--- config.mk ---
export PLATFORM = sky130hd
export DESIGN_NAME = regfile_sync
export DESIGN_NICKNAME = d
export VERILOG_FILES = /design/src/rtl/regfile_sync.sv
export SDC_FILE = /design/constraint.sdc
export NUM_CORES = 2
export LEC_CHECK = 0
export ABC_CLOCK_PERIOD_IN_PS = 1870
export CAP_MARGIN = 20
export CORE_MARGIN = 4
export CORE_UTILIZATION = 40
export DETAILED_ROUTE_END_ITERATION = 10
export PLACE_DENSITY_LB_ADDON = 0.05
export SLEW_MARGIN = 20
export SYNTH_ARGS = -nofsm -noshare
export SYNTH_HDL_FRONTEND = slang
export SYNTH_SLANG_ARGS = --single-unit
export TNS_END_PERCENT = 5
--- constraint.sdc ---
create_clock -name Clk -period 1.87 [get_ports Clk]
set_clock_uncertainty 0.1 [all_clocks]
set_input_delay 0.4675 -clock Clk [delete_from_list [all_inputs] [get_ports Clk]]
set_output_delay 0.4675 -clock Clk [all_outputs]
set_load 0.02 [all_outputs]
--- src/rtl/regfile_sync.sv ---
// Two-read, one-write synchronous register file; word 0 reads as zero and read data is registered.
// Define REGFILE_BYPASS_EN for write-through on a same-edge read/write to one address.
module regfile_sync #(
    parameter int unsigned DATAWIDTH = 32,
    parameter int unsigned ADDRWIDTH = 5
) (
    input  logic                 Clk,
    input  logic                 Resetn,
    input  logic                 RdEn,
    input  logic [ADDRWIDTH-1:0] Ardr1,
    input  logic [ADDRWIDTH-1:0] Ardr2,
    input  logic                 WrEn,
    input  logic [ADDRWIDTH-1:0] Awr,
    input  logic [DATAWIDTH-1:0] Din,
    output logic [DATAWIDTH-1:0] Dout1,
    output logic [DATAWIDTH-1:0] Dout2
);

    localparam int unsigned DEPTH = 1 << ADDRWIDTH;

    logic [DATAWIDTH-1:0] mem [DEPTH];
    logic [DATAWIDTH-1:0] rd1;
    logic [DATAWIDTH-1:0] rd2;
    logic                 wr_ok;

    // Word 0 is never written, so it stays at its reset value of zero.
    assign wr_ok = WrEn && (Awr != '0);

    always_comb begin
        rd1 = mem[Ardr1];
`ifdef REGFILE_BYPASS_EN
        if (wr_ok && (Awr == Ardr1)) rd1 = Din;
`endif
        if (Ardr1 == '0) rd1 = '0;
    end

    always_comb begin
        rd2 = mem[Ardr2];
`ifdef REGFILE_BYPASS_EN
        if (wr_ok && (Awr == Ardr2)) rd2 = Din;
`endif
        if (Ardr2 == '0) rd2 = '0;
    end

    always_ff @(posedge Clk or negedge Resetn) begin
        if (!Resetn) begin
            mem   <= '{default: '0};
            Dout1 <= '0;
            Dout2 <= '0;
        end else begin
            if (wr_ok) mem[Awr] <= Din;
            if (RdEn) begin
                Dout1 <= rd1;
                Dout2 <= rd2;
            end
        end
    end

endmodule

==> metrics.cfg <==
[status]
run_status = finished with violations
violations = negative setup slack

[global_route]
gr-usage-all-layers = 0.276
grt_first_pass_wirelength_um = 295000
number_of_antenna_violations_at_the_first_check_in_global_routing = 7
grt_max_degree = 92
first_global_vias = 39941
grt_overflow = 0

[setup_path]
critPathMaxFanout = 2
crit_path_top_delay_cell = dfrtp_2
critical-path-max-stage-delay_ns = 0.51
crit_path_start_kind = flop
worst-endpoint-required_ns = 1.30
critPathArrivalTime_ns = 1.47
worst-r2r-cell-count = 4
timing.critical_path.to_type = primary output
ff2ff_setup_slack_ns = 0.03
reg2reg_capture_point = Dout1[24]
worst-path-buf-inv = 1
critical_path.top_delay_family = flip-flops
timing.critical_path.cells = buf_6
startpoint_of_the_most_critical_register_to_register_path = mem[792]
critPathKind = reg2out

[floorplanning]
row_count = 137
die_h_um = 384
die_w_um = 384
design.portCount = 115
initial_core_util = 0.405
die-area_um2 = 148000
core-area_um2 = 140000

[clock_tree]
clock_pin_slew_on_the_worst_setup_and_hold_paths_ns = 0.05
clock-root-buffer = clkbuf_16
cts_buf_count = 134
clock_sinks = 1088
maximum_number_of_buffers_from_clock_root_to_sink = 3
worstSkewPairLatency_ns = 0.78
h-tree-depth = 4
cts_tree = built

[cells_and_area]
fin_cells = 6369
area_growth_syn_to_layout_pct = 25.8
filler_cell_count = 12016
post_route_cells_drive_above_1_share = 0.512
num-nets-final = 4439
final_cell_mix = dfrtp_1, mux2_2, mux2i_1, buf_4, mux4_2
leading_cell_type_in_the_layout_fill_and_taps_excluded = dfrtp_1
stdcell_area_um2 = 71300

[hold_path]
min-delay-start = Ardr2[4]
worst_min_delay_path_category = in2reg
hold_crit_depth = 4
hold_end = Dout2[30]

[place]
detailed_place_hpwl_um = 140000
instance_count_after_placement_with_tap_cells_included = 6126
io_buffers = 114
placed_cell_area_um2 = 66600
place.gp.congestion = 0.835

[logic_synthesis]
netlist_area_um2 = 56700
synth-seq-area-share = 0.480
yosysWarningCount = 0
postSynthRegisterBits = 1088
syn_avg_cell_area_um2 = 14.1
ys_types = 38
syn_inst = 4013
postSynthNetCount = 4064

[route]
ant_nets = 0
routed_wire_length_per_instance_um = 31.7
vias_per_cell = 5.97
route.detailed.drc = 0
dr_total_vias = 38026
firstDrtPassIters = 5
detailedRoute.firstIterationViolations = 2469
drt_wl_total_um = 202000

[power_and_ir_drop]
p_leak_nw = 31.4
p_per_area_nw_per_um2 = 1020
vdd.ir_drop.worst_mv = 0.818

[sta]
post-route-worst-setup-slack_ns = -0.166
total_of_endpoints_with_negative_setup_slack_in_the_final_report = 61
grt_setup_unrepaired = yes
min_period_over_period = 1.09
timing.max_slew.rel_slack = 0.553
finalHoldViolations = 0
max_freq_ghz = 0.491
tightestPinTransition_ns = 0.671
finalWorstPathRequiredPeriod_ns = 2.04
finalMaxSlewViolations = 0

[flow_run]
maxCapViolations = 0

==> power breakdown <==
part	internal (mW)	total [mW]	switching, mW	leakage, nW
sequential	28.0	31.3	3.29	13.9
clock	15.6	26.1	10.5	2.17
combinational	8.95	15.0	6.07	15.3
total	52.5	72.4	19.9	31.4
==> through the flow <==
step,TNS [ns],util,hold WS [ns],power [mW],setup WS (ns)
after CTS,-8.90,0.508,0.165,73.1,-0.221
after global routing,-7.49,0.509,0.170,75.8,-0.212
final,-4.64,0.509,0.172,72.4,-0.166
after global placement,-763.95,0.476,0.284,46.2,-0.889
after detailed placement,-773.37,0.476,0.288,46.6,-0.898
after floorplan,-117.60,-,0.0719,40.9,-0.291
==> flip-flops by register name, summed over array words and instances, names as in the netlist <==
register,count
Dout2,32
mem,1024
Dout1,32
==> cell type report <==
cell class	instances	area, µm²	share of cell area
clock inverter	38	405	0.00569
tap	1876	2350	0.0329
multi-input combinational	2477	29100	0.408
inverter	2	7.51	0.000105
clock buffer	201	4000	0.0561
sequential	1088	27300	0.382
antenna	2	5.00	0.0000702
timing repair buffer	685	8180	0.115
==> logic make-up (layout without fill, tap and decap cells) <==
family,Yosys count,after routing,synth area share
other cells,0,2,0
buf+inv,448,926,0.0342
simple gates,337,337,0.0321
compound gates,382,382,0.0480
mux,1758,1758,0.405
flops,1088,1088,0.480
==> synth_stat cells <==
| cell | number | area, µm² |
|---|---|---|
| buf_1 | 61 | 229 |
| buf_4 | 16 | 120 |
| nor4b_1 | 2 | 17.5 |
| o21ai_1 | 2 | 10.0 |
| o22ai_1 | 124 | 776 |
| o2111ai_1 | 2 | 17.5 |
| clkbuf_1 | 274 | 1030 |
| nand2_1 | 15 | 56.3 |
| a22o_1 | 60 | 526 |
| a211oi_1 | 2 | 15.0 |
| a2111oi_1 | 2 | 20.0 |
| o211ai_1 | 62 | 465 |
| nand3_1 | 6 | 30.0 |
| and3_1 | 3 | 18.8 |
| a21oi_1 | 62 | 310 |
| a31o_2 | 2 | 17.5 |
| nor4bb_1 | 2 | 20.0 |
| mux2_1 | 92 | 1040 |
| nor3_1 | 7 | 35.0 |
| or3_1 | 5 | 31.3 |
| clkinv_1 | 2 | 7.51 |
| a2111oi_0 | 64 | 561 |
| or3b_2 | 4 | 35.0 |
| nand4_1 | 1 | 6.26 |
| nand3b_1 | 6 | 45.0 |
| mux4_2 | 324 | 7300 |
| nor2b_1 | 7 | 43.8 |
| nand2b_1 | 69 | 432 |
| mux2_2 | 964 | 10900 |
| nor4_1 | 4 | 25.0 |
| mux2i_1 | 378 | 3780 |
| buf_2 | 83 | 415 |
| buf_6 | 12 | 135 |
| nor3b_1 | 1 | 7.51 |
| nor2_1 | 140 | 526 |
| dfrtp_1 | 1088 | 27200 |
| or4_1 | 64 | 480 |
| nand4b_1 | 1 | 8.76 |
==> timing repair <==
item | in CTS | in global routing
resized for setup | 379 | 34
buffers inserted | 1 | 1
endpoints found under the setup margin | 102 | 339
hold buffers | 1 | 0
pin swaps | 0 | 1
hold endpoints to repair | 744 | 0
==> worst max-delay path by stage <==
stage,from,end,slack (ns),cells after the start
3_5_place_dp,Ardr1[4],Dout1[23],-0.90,6
3_3_place_gp,Awr[2],mem[194],-0.89,6
6_report,Dout1[29],Dout1[29],-0.17,1
2_1_floorplan,Ardr1[0],Dout1[0],-0.29,7
4_1_cts,Dout1[24],Dout1[24],-0.22,2
5_1_grt,Dout2[29],Dout2[29],-0.21,1
==> worst reg2reg max path, cell delays in order (launching register included) <==
cell and delay (ns):
dfrtp_1 0.38, mux4_2 0.49, mux2_4 0.30, a2111oi_4 0.36
a21oi_1 0.07
==> layer usage <==
| layer | up-vias | routed length (µm) | track usage |
|---|---|---|---|
| li1 | 16111 | - | - |
| met1 | 20690 | 91700 | 0.390 |
| met4 | 2 | 4390 | 0.0656 |
| met3 | 262 | 10600 | 0.0495 |
| met5 | - | 13 | 0 |
| met2 | 961 | 95200 | 0.443 |
Note: power is estimated with default switching activity, not from simulation.
